[src/rtl/adder_pkg.sv]
// Shared types for the digit-serial adder: FSM state encoding.
package adder_pkg;
  localparam int STATE_W = 2;
  typedef enum logic [STATE_W-1:0] {
    IDLE = 2'd0,
    BUSY = 2'd1,
    DONE = 2'd2
  } state_e;
endpackage

[src/rtl/digit_adder.sv]
// Combinational W-bit ripple adder of full-adder cells, each built from two half adders plus an OR.
module digit_adder #(
  parameter int W = 1
) (
  input  logic [W-1:0] a,
  input  logic [W-1:0] b,
  input  logic         cin,
  output logic [W-1:0] sum,
  output logic         cout,
  output logic         c_msb
);
  logic [W:0] c;
  assign c[0] = cin;

  for (genvar i = 0; i < W; i++) begin : g_fa
    logic h1_s, h1_c, h2_s, h2_c;
    assign h1_s   = a[i] ^ b[i];
    assign h1_c   = a[i] & b[i];
    assign h2_s   = h1_s ^ c[i];
    assign h2_c   = h1_s & c[i];
    assign sum[i] = h2_s;
    assign c[i+1] = h1_c | h2_c;
  end

  assign cout  = c[W];
  // Carry into the top bit; XOR with cout yields signed overflow.
  assign c_msb = c[W-1];
endmodule

[src/rtl/serial_adder.sv]
// Multi-cycle adder: adds DIGIT bits per clock, LSB digit first, with valid/ready on both sides.
module serial_adder
  import adder_pkg::*;
#(
  parameter int WIDTH = 8,
  parameter int DIGIT = 1
) (
  input  logic             clk,
  input  logic             rst,
  input  logic             in_valid,
  output logic             in_ready,
  input  logic [WIDTH-1:0] a,
  input  logic [WIDTH-1:0] b,
  input  logic             cin,
  output logic             out_valid,
  input  logic             out_ready,
  output logic [WIDTH-1:0] sum,
  output logic             cout,
  output logic             overflow
);
  localparam int NDIG = WIDTH / DIGIT;
  localparam int CW   = (NDIG > 1) ? $clog2(NDIG) : 1;

  if (WIDTH < 1 || DIGIT < 1 || DIGIT > WIDTH || (WIDTH % DIGIT) != 0) begin : g_bad_param
    $error("serial_adder: DIGIT must divide WIDTH and satisfy 1 <= DIGIT <= WIDTH");
  end

  state_e           state_q, state_d;
  logic [CW-1:0]    cnt_q;
  logic [WIDTH-1:0] a_q, b_q, acc_q, acc_d;
  logic             carry_q;
  logic [WIDTH-1:0] sum_q;
  logic             cout_q, ovf_q;

  logic [DIGIT-1:0] dsum;
  logic             dcout, dcmsb, last;

  digit_adder #(.W(DIGIT)) u_digit (
    .a     (a_q[DIGIT-1:0]),
    .b     (b_q[DIGIT-1:0]),
    .cin   (carry_q),
    .sum   (dsum),
    .cout  (dcout),
    .c_msb (dcmsb)
  );

  assign last  = (cnt_q == CW'(NDIG - 1));
  // New digit enters from the MSB side so that after NDIG shifts the LSB digit lands at bit 0.
  assign acc_d = (acc_q >> DIGIT) | (WIDTH'(dsum) << (WIDTH - DIGIT));

  always_comb begin
    state_d = state_q;
    case (state_q)
      IDLE:    if (in_valid)  state_d = BUSY;
      BUSY:    if (last)      state_d = DONE;
      DONE:    if (out_ready) state_d = IDLE;
      default: state_d = IDLE;
    endcase
  end

  always_ff @(posedge clk or posedge rst) begin
    if (rst) begin
      state_q <= IDLE;
      cnt_q   <= '0;
      a_q     <= '0;
      b_q     <= '0;
      carry_q <= 1'b0;
      acc_q   <= '0;
      sum_q   <= '0;
      cout_q  <= 1'b0;
      ovf_q   <= 1'b0;
    end else begin
      state_q <= state_d;
      case (state_q)
        IDLE: if (in_valid) begin
          a_q     <= a;
          b_q     <= b;
          carry_q <= cin;
          cnt_q   <= '0;
        end
        BUSY: begin
          a_q     <= a_q >> DIGIT;
          b_q     <= b_q >> DIGIT;
          carry_q <= dcout;
          acc_q   <= acc_d;
          cnt_q   <= cnt_q + CW'(1);
          if (last) begin
            sum_q  <= acc_d;
            cout_q <= dcout;
            ovf_q  <= dcout ^ dcmsb;
          end
        end
        default: ;
      endcase
    end
  end

  assign in_ready  = (state_q == IDLE);
  assign out_valid = (state_q == DONE);
  assign sum       = sum_q;
  assign cout      = cout_q;
  assign overflow  = ovf_q;
endmodule

[config.mk]
export PLATFORM = sky130hd
export DESIGN_NAME = serial_adder
export DESIGN_NICKNAME = d
export VERILOG_FILES = /design/src/rtl/adder_pkg.sv /design/src/rtl/digit_adder.sv /design/src/rtl/serial_adder.sv
export SDC_FILE = /design/constraint.sdc
export NUM_CORES = 1
export LEC_CHECK = 0
export CORE_MARGIN = 3
export CORE_UTILIZATION = 30
export CTS_CLUSTER_DIAMETER = 80
export DETAILED_ROUTE_END_ITERATION = 7
export GPL_TIMING_DRIVEN = 1
export PLACE_DENSITY_LB_ADDON = 0.08
export SLEW_MARGIN = 25
export SYNTH_ARGS = -nofsm -noshare
export SYNTH_HDL_FRONTEND = slang
export SYNTH_HIERARCHICAL = 1
export SYNTH_SLANG_ARGS = --single-unit
[constraint.sdc]
create_clock -name clk -period 3.8 [get_ports clk]
set_clock_uncertainty 0.15 [all_clocks]
set_input_delay 0.76 -clock clk [delete_from_list [all_inputs] [get_ports clk]]
set_output_delay 0.76 -clock clk [all_outputs]
set_load 0.1 [all_outputs]
# Word-level counts from Yosys, hierarchy flattened
# Index checks and enable logic that the tools add are counted.
# word_totals
register_bits,40
# op_classes
addsub,1
n_eq_ne,6
muxes,12
bitwise,7
reduce_logical,5
# ops
op,count
$pmux W8 S2,2
$mux W8,2
$or A7 B8 Y8,1
$mux W2,3
$pmux W2 S3,1
$pmux W3 S2,1
$ne A2 B2 Y1 const B,2
$reduce_and A2 Y1,2
$add A3 B1 Y3 const B,1
$eq A3 B3 Y1 const B,1
$mux W3,1
$reduce_and A3 Y1,1
$xor A1 B1 Y1,3
$and A1 B1 Y1,2
$eq A2 B1 Y1 const B,1
$eq A2 B2 Y1 const B,1
$logic_not A2 Y1,1
$ne A2 B1 Y1 const B,1
$pmux W1 S2,1
$reduce_bool A2 Y1,1
$mux W1,1
$or A1 B1 Y1,1

# Longest topological paths before layout
# Gate-level depths: netlist (run 1).
# depth
depth_word,4
depth_mapped,5

# Cells and area by module
# The synthesis (run 1) kept the hierarchy.
# modules_own_cells
module,n_inst,cells_each,area_each_um2,seq_area_each_um2
serial_adder,1,144,1762.9,975.9
digit_adder,1,2,27.5,0.0

# Least setup slack after synthesis (run 1)
# Ideal clock, no wire load.
# synth_timing
kind,register -> output
start,register state_q[1]
end,output port in_ready
arrival_ns,1.944
t_required_ns,2.890
slack_ns,0.946
path_stages_with_launch,3
cell_sequence,dfrtp_1 -> buf_4 -> nor2_1
# synth_between
elab_chain_len,1
# synth_rtl
element,line,rtl
from (decl),serial_adder.sv:28,"state_e state_q, state_d;"
from (signal assigned),serial_adder.sv:73,state_q <= state_d;
$logic_not A2 Y1,serial_adder.sv:98,assign in_ready = (state_q == IDLE);
to (decl),serial_adder.sv:11,"output logic in_ready,"
# No other way between the ends.

# Worst setup path after layout (run 1)
# layout_timing
start,register state_q[0]
end,output port in_ready
# Same word-level chain as after synthesis.

==> flow_metrics.env, run 1 <==
export IMPL_fill_cells=548
export IMPL_insertion_delay_ps=290
export IMPL_critPathKind="reg -> out"
export IMPL_root_buffer="clkbuf_8"
export IMPL_synth_cell_type_count=26
export IMPL_row_count=27
export IMPL_slew_headroom_pct=34.98
export IMPL_cp_max_fo=33
export IMPL_portBuffers=32
export IMPL_syn_inst=146
export IMPL_synth_area_sq_um=1790
export IMPL_period_minus_slack_ps=2717
export IMPL_drive_above_1_share_pct=12.43
export IMPL_cts_sinks=39
export IMPL_seq_area_sq_um=975.9
export IMPL_grt_pass1_vias=1259
export IMPL_dieHeight_um=83.26
export IMPL_synth_most_common_cell="dfrtp_1"
export IMPL_dpl_cell_count=241
export IMPL_rsz0062_at_grt="false"
export IMPL_vias_per_cell=4.835
export IMPL_gp_congestion=0.6762
export IMPL_fmax_mhz=368.0
export IMPL_clock_path_buffers=2
export IMPL_synth_largest_area_cell="dfrtp_1"
export IMPL_max_stage_delay_ps=710
export IMPL_ys_top_cells_by_count="dfrtp_1, inv_1, nor4b_1, mux2_1, mux2_2"
export IMPL_postRouteAntennaNets=0
export IMPL_cts_buffers=5
export IMPL_peakVddDrop_uv=360.3
export IMPL_yosys_warnings=6
export IMPL_globalRoute_totalOverflow=0
export IMPL_synth_top_area_share_pct=54.51
export IMPL_r2r_cells=2
export IMPL_status="finished, final reports clean"
export IMPL_holdPathStages=1
export IMPL_vias=1204
export IMPL_syn2layout_area_growth_pct=25.51
export IMPL_initial_core_util_pct=31.74
export IMPL_fin_total_pwr_mw=2.105
export IMPL_syn_num_nets=170
export IMPL_multi_input_area_sq_um=679.4
export IMPL_hold_path_class="reg -> reg"
export IMPL_cts_resized_gates=0
export IMPL_crit_path_top_delay_cell="dfrtp_1"
export IMPL_grt_max_degree=40
export IMPL_worstSetupStartpointType="register"
export IMPL_synth_seq_area_share_pct=54.51
export IMPL_hpwlAfterDp_um=2382
export IMPL_clk_pin_slew_ps=70
export IMPL_final_setup_tns_ps=0
export IMPL_cts_htree_levels=2
export IMPL_drt_pre_antenna_iters=5
export IMPL_synth_edf_count=0
export IMPL_fin_cells=249
export IMPL_dieArea_sq_um=6931
export IMPL_ys_ff_latch=39
export IMPL_ys_top_cells_by_area="dfrtp_1, nor4b_1, mux2_1"
export IMPL_ys_flop_type="dfrtp_1"
export IMPL_worst_pin_slew_ps=972.2
export IMPL_leakagePower_nw=0.9610
export IMPL_cts_tree="done"
export IMPL_cp_arrival_ps=1810
export IMPL_hold_viol=0
export IMPL_cap_violations=0
export IMPL_endpoint_kind="output pin"
export IMPL_cp_required_ps=2890
export IMPL_cts_setup_buffers=0
export IMPL_cts_hold_buf=0
export IMPL_antenna_found_initial=0
export IMPL_fin_nets=200
export IMPL_grt_pass1_wl_um=5920
export IMPL_core_sq_um=5642
export IMPL_diodes=0
export IMPL_drt_total_wl_um=3487
export IMPL_async_flop_share_pct=100.0
export IMPL_finalSetupViolations=0
export IMPL_die_w_um=83.26
export IMPL_drc=0
export IMPL_grtUsageTotal_pct=10.69
export IMPL_crit_path_cell_trace="nor2_1 > buf_4"
export IMPL_drtIter0Drc=52
export IMPL_synth_area_per_cell_sq_um=12.26
export IMPL_power_density_nw_per_um2=936.8
export IMPL_avgRoutedWirePerCell_um=14.00
export IMPL_ios=33
export IMPL_maxSlewViolCount=0
export IMPL_fin_crit_sh_pct=71.51
area by class of cell:
| cell class | count | share of cell area, % |
|---|---|---|
| flip-flops and latches | 39 | 43.43 |
| repair buffers | 35 | 15.03 |
| clock buffers | 8 | 4.454 |
| inverters | 17 | 2.840 |
| well taps | 72 | 4.009 |
| multi-input cells | 78 | 30.23 |
critical path, delay by kind of cell, from the launching register on:
family / cells / cell delay, ps
flops: 1 / 710
buf+inv: 1 / 360
simple gates: 1 / 440
where the power goes:
| group | switching, mW | internal [mW] | leakage, nW | total [mW] |
|---|---|---|---|---|
| logic | 0.660 | 0.375 | 0.447 | 1.03 |
| registers | 0.153 | 0.614 | 0.462 | 0.767 |
| clock network | 0.138 | 0.166 | 0.0515 | 0.304 |
| total | 0.951 | 1.15 | 0.961 | 2.11 |
logic make-up (layout without fill, tap and decap cells):
group	Yosys count	in the layout	share of synthesized area (%)
mux	18	18	11.32
fa+ha+maj	3	3	2.516
flops	39	39	54.51
simple gates	34	34	13.63
compound gates	22	22	9.993
xor+xnor	1	1	0.4893
buf+inv	29	60	7.547
routing by layer:
layer / track usage [%] / wire, um / vias to the layer above
met5: 0 / 0 / -
met4: 4.458 / 69 / 0
met3: 2.976 / 158 / 8
met2: 17.64 / 1626 / 29
met1: 13.09 / 1632 / 587
li1: - / - / 580
path summary, 6_finish.rpt:
| kind | end | startpoint | slack, ps |
|---|---|---|---|
| hold / removal | sum[0] | acc_q[1] | 340 |
| hold reg to reg | sum[0] | acc_q[1] | 340 |
| min in group asynchronous | sum[0] | rst | 750 |
| setup reg to reg | sum[2] | state_q[0] | 1450 |
| max in group asynchronous | state_q[0] | rst | 2410 |
| setup / recovery | in_ready | state_q[0] | 1080 |
sequential cells by signal (all words and copies together) (netlist names):
register / cells
cnt_q: 3
b_q: 8
acc_q: 7
carry_q: 1
a_q: 8
state_q: 2
overflow: 1
sum: 8
cout: 1
through the flow:
| step | setup WS, ps | area (sq um) | hold WS (ps) | util [%] |
|---|---|---|---|---|
| after floorplan | 946.0 | 1790 | 304.1 | - |
| after global placement | 1073 | 2147 | 314.7 | 38.06 |
| after detailed placement | 1004 | 2147 | 331.4 | 38.06 |
| after CTS | 1059 | 2247 | 348.2 | 39.83 |
| after global routing | 900.4 | 2247 | 356.9 | 39.83 |
| final | 1083 | 2247 | 338.3 | 39.83 |
cells in the final DEF (no fill, tap or decap), types with 5 or more instances in the layout:
| master | instances |
|---|---|
| mux2_1 | 9 |
| nor4b_1 | 13 |
| a221oi_1 | 5 |
| buf_4 | 5 |
| inv_1 | 17 |
| dfrtp_1 | 39 |
| nor3b_1 | 8 |
| mux2_2 | 9 |
| clkdlybuf4s50_1 | 30 |
| a211oi_1 | 8 |
| nor2_1 | 6 |
| clkbuf_8 | 7 |
(Power assumes the default switching activity.)
==> run 2, diff against run 1 <==
- clock period: 3.8 -> 2.3 ns (I/O delays scaled with it)
==> flow_metrics.env, run 2 (same netlist as run 1, synthesis figures left out) <==
export IMPL_grt_pass1_vias=1371
export IMPL_cp_startpoint="state_q[1]"
export IMPL_rsz0062_at_grt="false"
export IMPL_worst_pin_slew_ps=564.3
export IMPL_cp_required_ps=1690
export IMPL_grt_max_degree=40
export IMPL_setup_slack_ps=384.2
export IMPL_crit_path_top_delay_cell="dfrtp_1"
export IMPL_clk_pin_slew_ps=80
export IMPL_ff2ff_setup_slack_ps=480
export IMPL_cap_violations=0
export IMPL_core_sq_um=5642
export IMPL_grtUsageTotal_pct=11.53
export IMPL_cts_setup_buffers=0
export IMPL_fill_cells=546
export IMPL_placed_cell_area_sq_um=2180
export IMPL_drtIter0Drc=50
export IMPL_status="finished, final reports clean"
export IMPL_dieArea_sq_um=6931
export IMPL_postRouteAntennaNets=0
export IMPL_cts_buffers=5
export IMPL_drt_pre_antenna_iters=4
export IMPL_slew_headroom_pct=62.21
export IMPL_endpoint="in_ready"
export IMPL_timing_rr_end="sum[6]"
export IMPL_initial_core_util_pct=31.74
export IMPL_worstSetupStartpointType="register"
export IMPL_fin_area_sq_um=2316
export IMPL_cts_sinks=39
export IMPL_final_common_cell="dfrtp_1"
export IMPL_fin_nets=204
export IMPL_cp_num_buf_inv=1
export IMPL_dpl_worst_slack_ps=458.1
export IMPL_fmax_mhz=522.0
export IMPL_power_density_nw_per_um2=1595
export IMPL_cp_max_fo=7
export IMPL_period_minus_slack_ps=1916
export IMPL_cts_resized_gates=0
export IMPL_p_clk_share_pct=18.2
export IMPL_drive_above_1_share_pct=20.99
export IMPL_switchingPower_mw=1.606
export IMPL_insertion_delay_ps=290
export IMPL_syn2layout_area_growth_pct=29.35
export IMPL_p_seq_share_pct=32.9
export IMPL_diodes=0
export IMPL_r2r_cells=4
export IMPL_crit_family="flip-flops"
export IMPL_path_depth=2
export IMPL_maxSlewViolCount=0
export IMPL_leakagePower_nw=1.012
export IMPL_cts_tree="done"
export IMPL_drc=0
export IMPL_clock_path_buffers=2
export IMPL_gp_congestion=0.6728
export IMPL_crit_path_cell_trace="nor2_2 > buf_12"
export IMPL_fin_crit_sh_pct=83.29
export IMPL_peakVddDrop_uv=616.4
export IMPL_antenna_found_initial=0
export IMPL_dieHeight_um=83.26
export IMPL_die_w_um=83.26
export IMPL_hold_path_class="reg -> reg"
export IMPL_cp_arrival_ps=1310
export IMPL_critPathKind="reg -> out"
export IMPL_hold_viol=0
export IMPL_row_count=27
export IMPL_vias=1236
export IMPL_root_buffer="clkbuf_8"
export IMPL_endpoint_kind="output pin"
export IMPL_finalSetupViolations=0
export IMPL_final_setup_tns_ps=0
export IMPL_cts_htree_levels=2
export IMPL_hpwlAfterDp_um=2551
export IMPL_globalRoute_totalOverflow=0
export IMPL_ios=33
export IMPL_power_frac_comb_pct=48.9
export IMPL_drt_total_wl_um=3615
export IMPL_avgRoutedWirePerCell_um=14.29
export IMPL_portBuffers=32
export IMPL_layout_common_cells="dfrtp_1, clkdlybuf4s50_1, inv_1, buf_4, nor4b_1"
export IMPL_reg2reg_from="cnt_q[0]"
export IMPL_grt_pass1_wl_um=6492
export IMPL_max_stage_delay_ps=470
export IMPL_swShare_pct=43.48
export IMPL_internal_power_mw=2.087
export IMPL_cts_hold_buf=0
export IMPL_vias_per_cell=4.885
==> run 2: cell types whose count changed in the layout (fill, tap and decap cells not counted), sizes merged <==
cell,before,now
bufinv,0,2
clkdlybuf4s50,30,20
clkbuf,8,5
buf,5,19
clkinvlp,0,1
==> run 2: through the flow <==
step	hold slack, ps	instances	power [mW]	utilization [%]
after detailed placement	336.3	245	3.067	38.63
after global placement	317.5	245	3.022	38.63
after floorplan	304.1	146	2.638	-
final	347.4	253	3.693	41.05
after global routing	367.8	253	3.955	41.05
after CTS	356.0	253	3.758	41.05
==> run 2: worst reg2reg max path, delay by kind of cell (launching register included) <==
kind                       cells  cell delay, ps
adders and majority gates      2             390
DFF                            1             390
and+or+nand+nor                1             400
muxes                          1             390
==> run 2: how the worst min path moves through the flow <==
stage,endpoint,slack [ps],depth (start not counted),start
after floorplan,sum[0],300,1,acc_q[1]
after global placement,sum[0],320,1,acc_q[1]
after detailed placement,a_q[7],340,1,a_q[7]
after CTS,a_q[7],360,1,a_q[7]
after global routing,sum[4],370,1,sum[4]
final,sum[4],350,1,sum[4]
==> run 2: routing by layer <==
layer | track usage [%] | vias to the layer above | part of all wire (%)
li1 | - | 591 | -
met1 | 13.98 | 609 | 45
met2 | 19.24 | 34 | 49
met3 | 4.266 | 2 | 5.6
met4 | 3.120 | 0 | 0.58
met5 | 0 | - | 0
==> run 2: area by class of cell <==
| cell class | instances | area [sq um] | share of cell area (%) |
|---|---|---|---|
| flip-flops and latches | 39 | 975.9 | 42.14 |
| well taps | 72 | 90.09 | 3.890 |
| inverters | 17 | 63.81 | 2.755 |
| clock inverters | 3 | 67.56 | 2.917 |
| repair buffers | 39 | 367.9 | 15.88 |
| multi-input cells | 78 | 681.9 | 29.44 |
| clock buffers | 5 | 68.82 | 2.971 |
==> run 2: power groups by stage <==
| stage | Clock [mW] | Combinational [mW] | Sequential [mW] |
|---|---|---|---|
| global route | 0.731 | 1.96 | 1.26 |
| floorplan | 0 | 0.860 | 1.78 |
| global placement | 0 | 1.81 | 1.21 |
| finish | 0.673 | 1.81 | 1.21 |
| CTS | 0.701 | 1.84 | 1.22 |
| detailed placement | 0 | 1.83 | 1.23 |
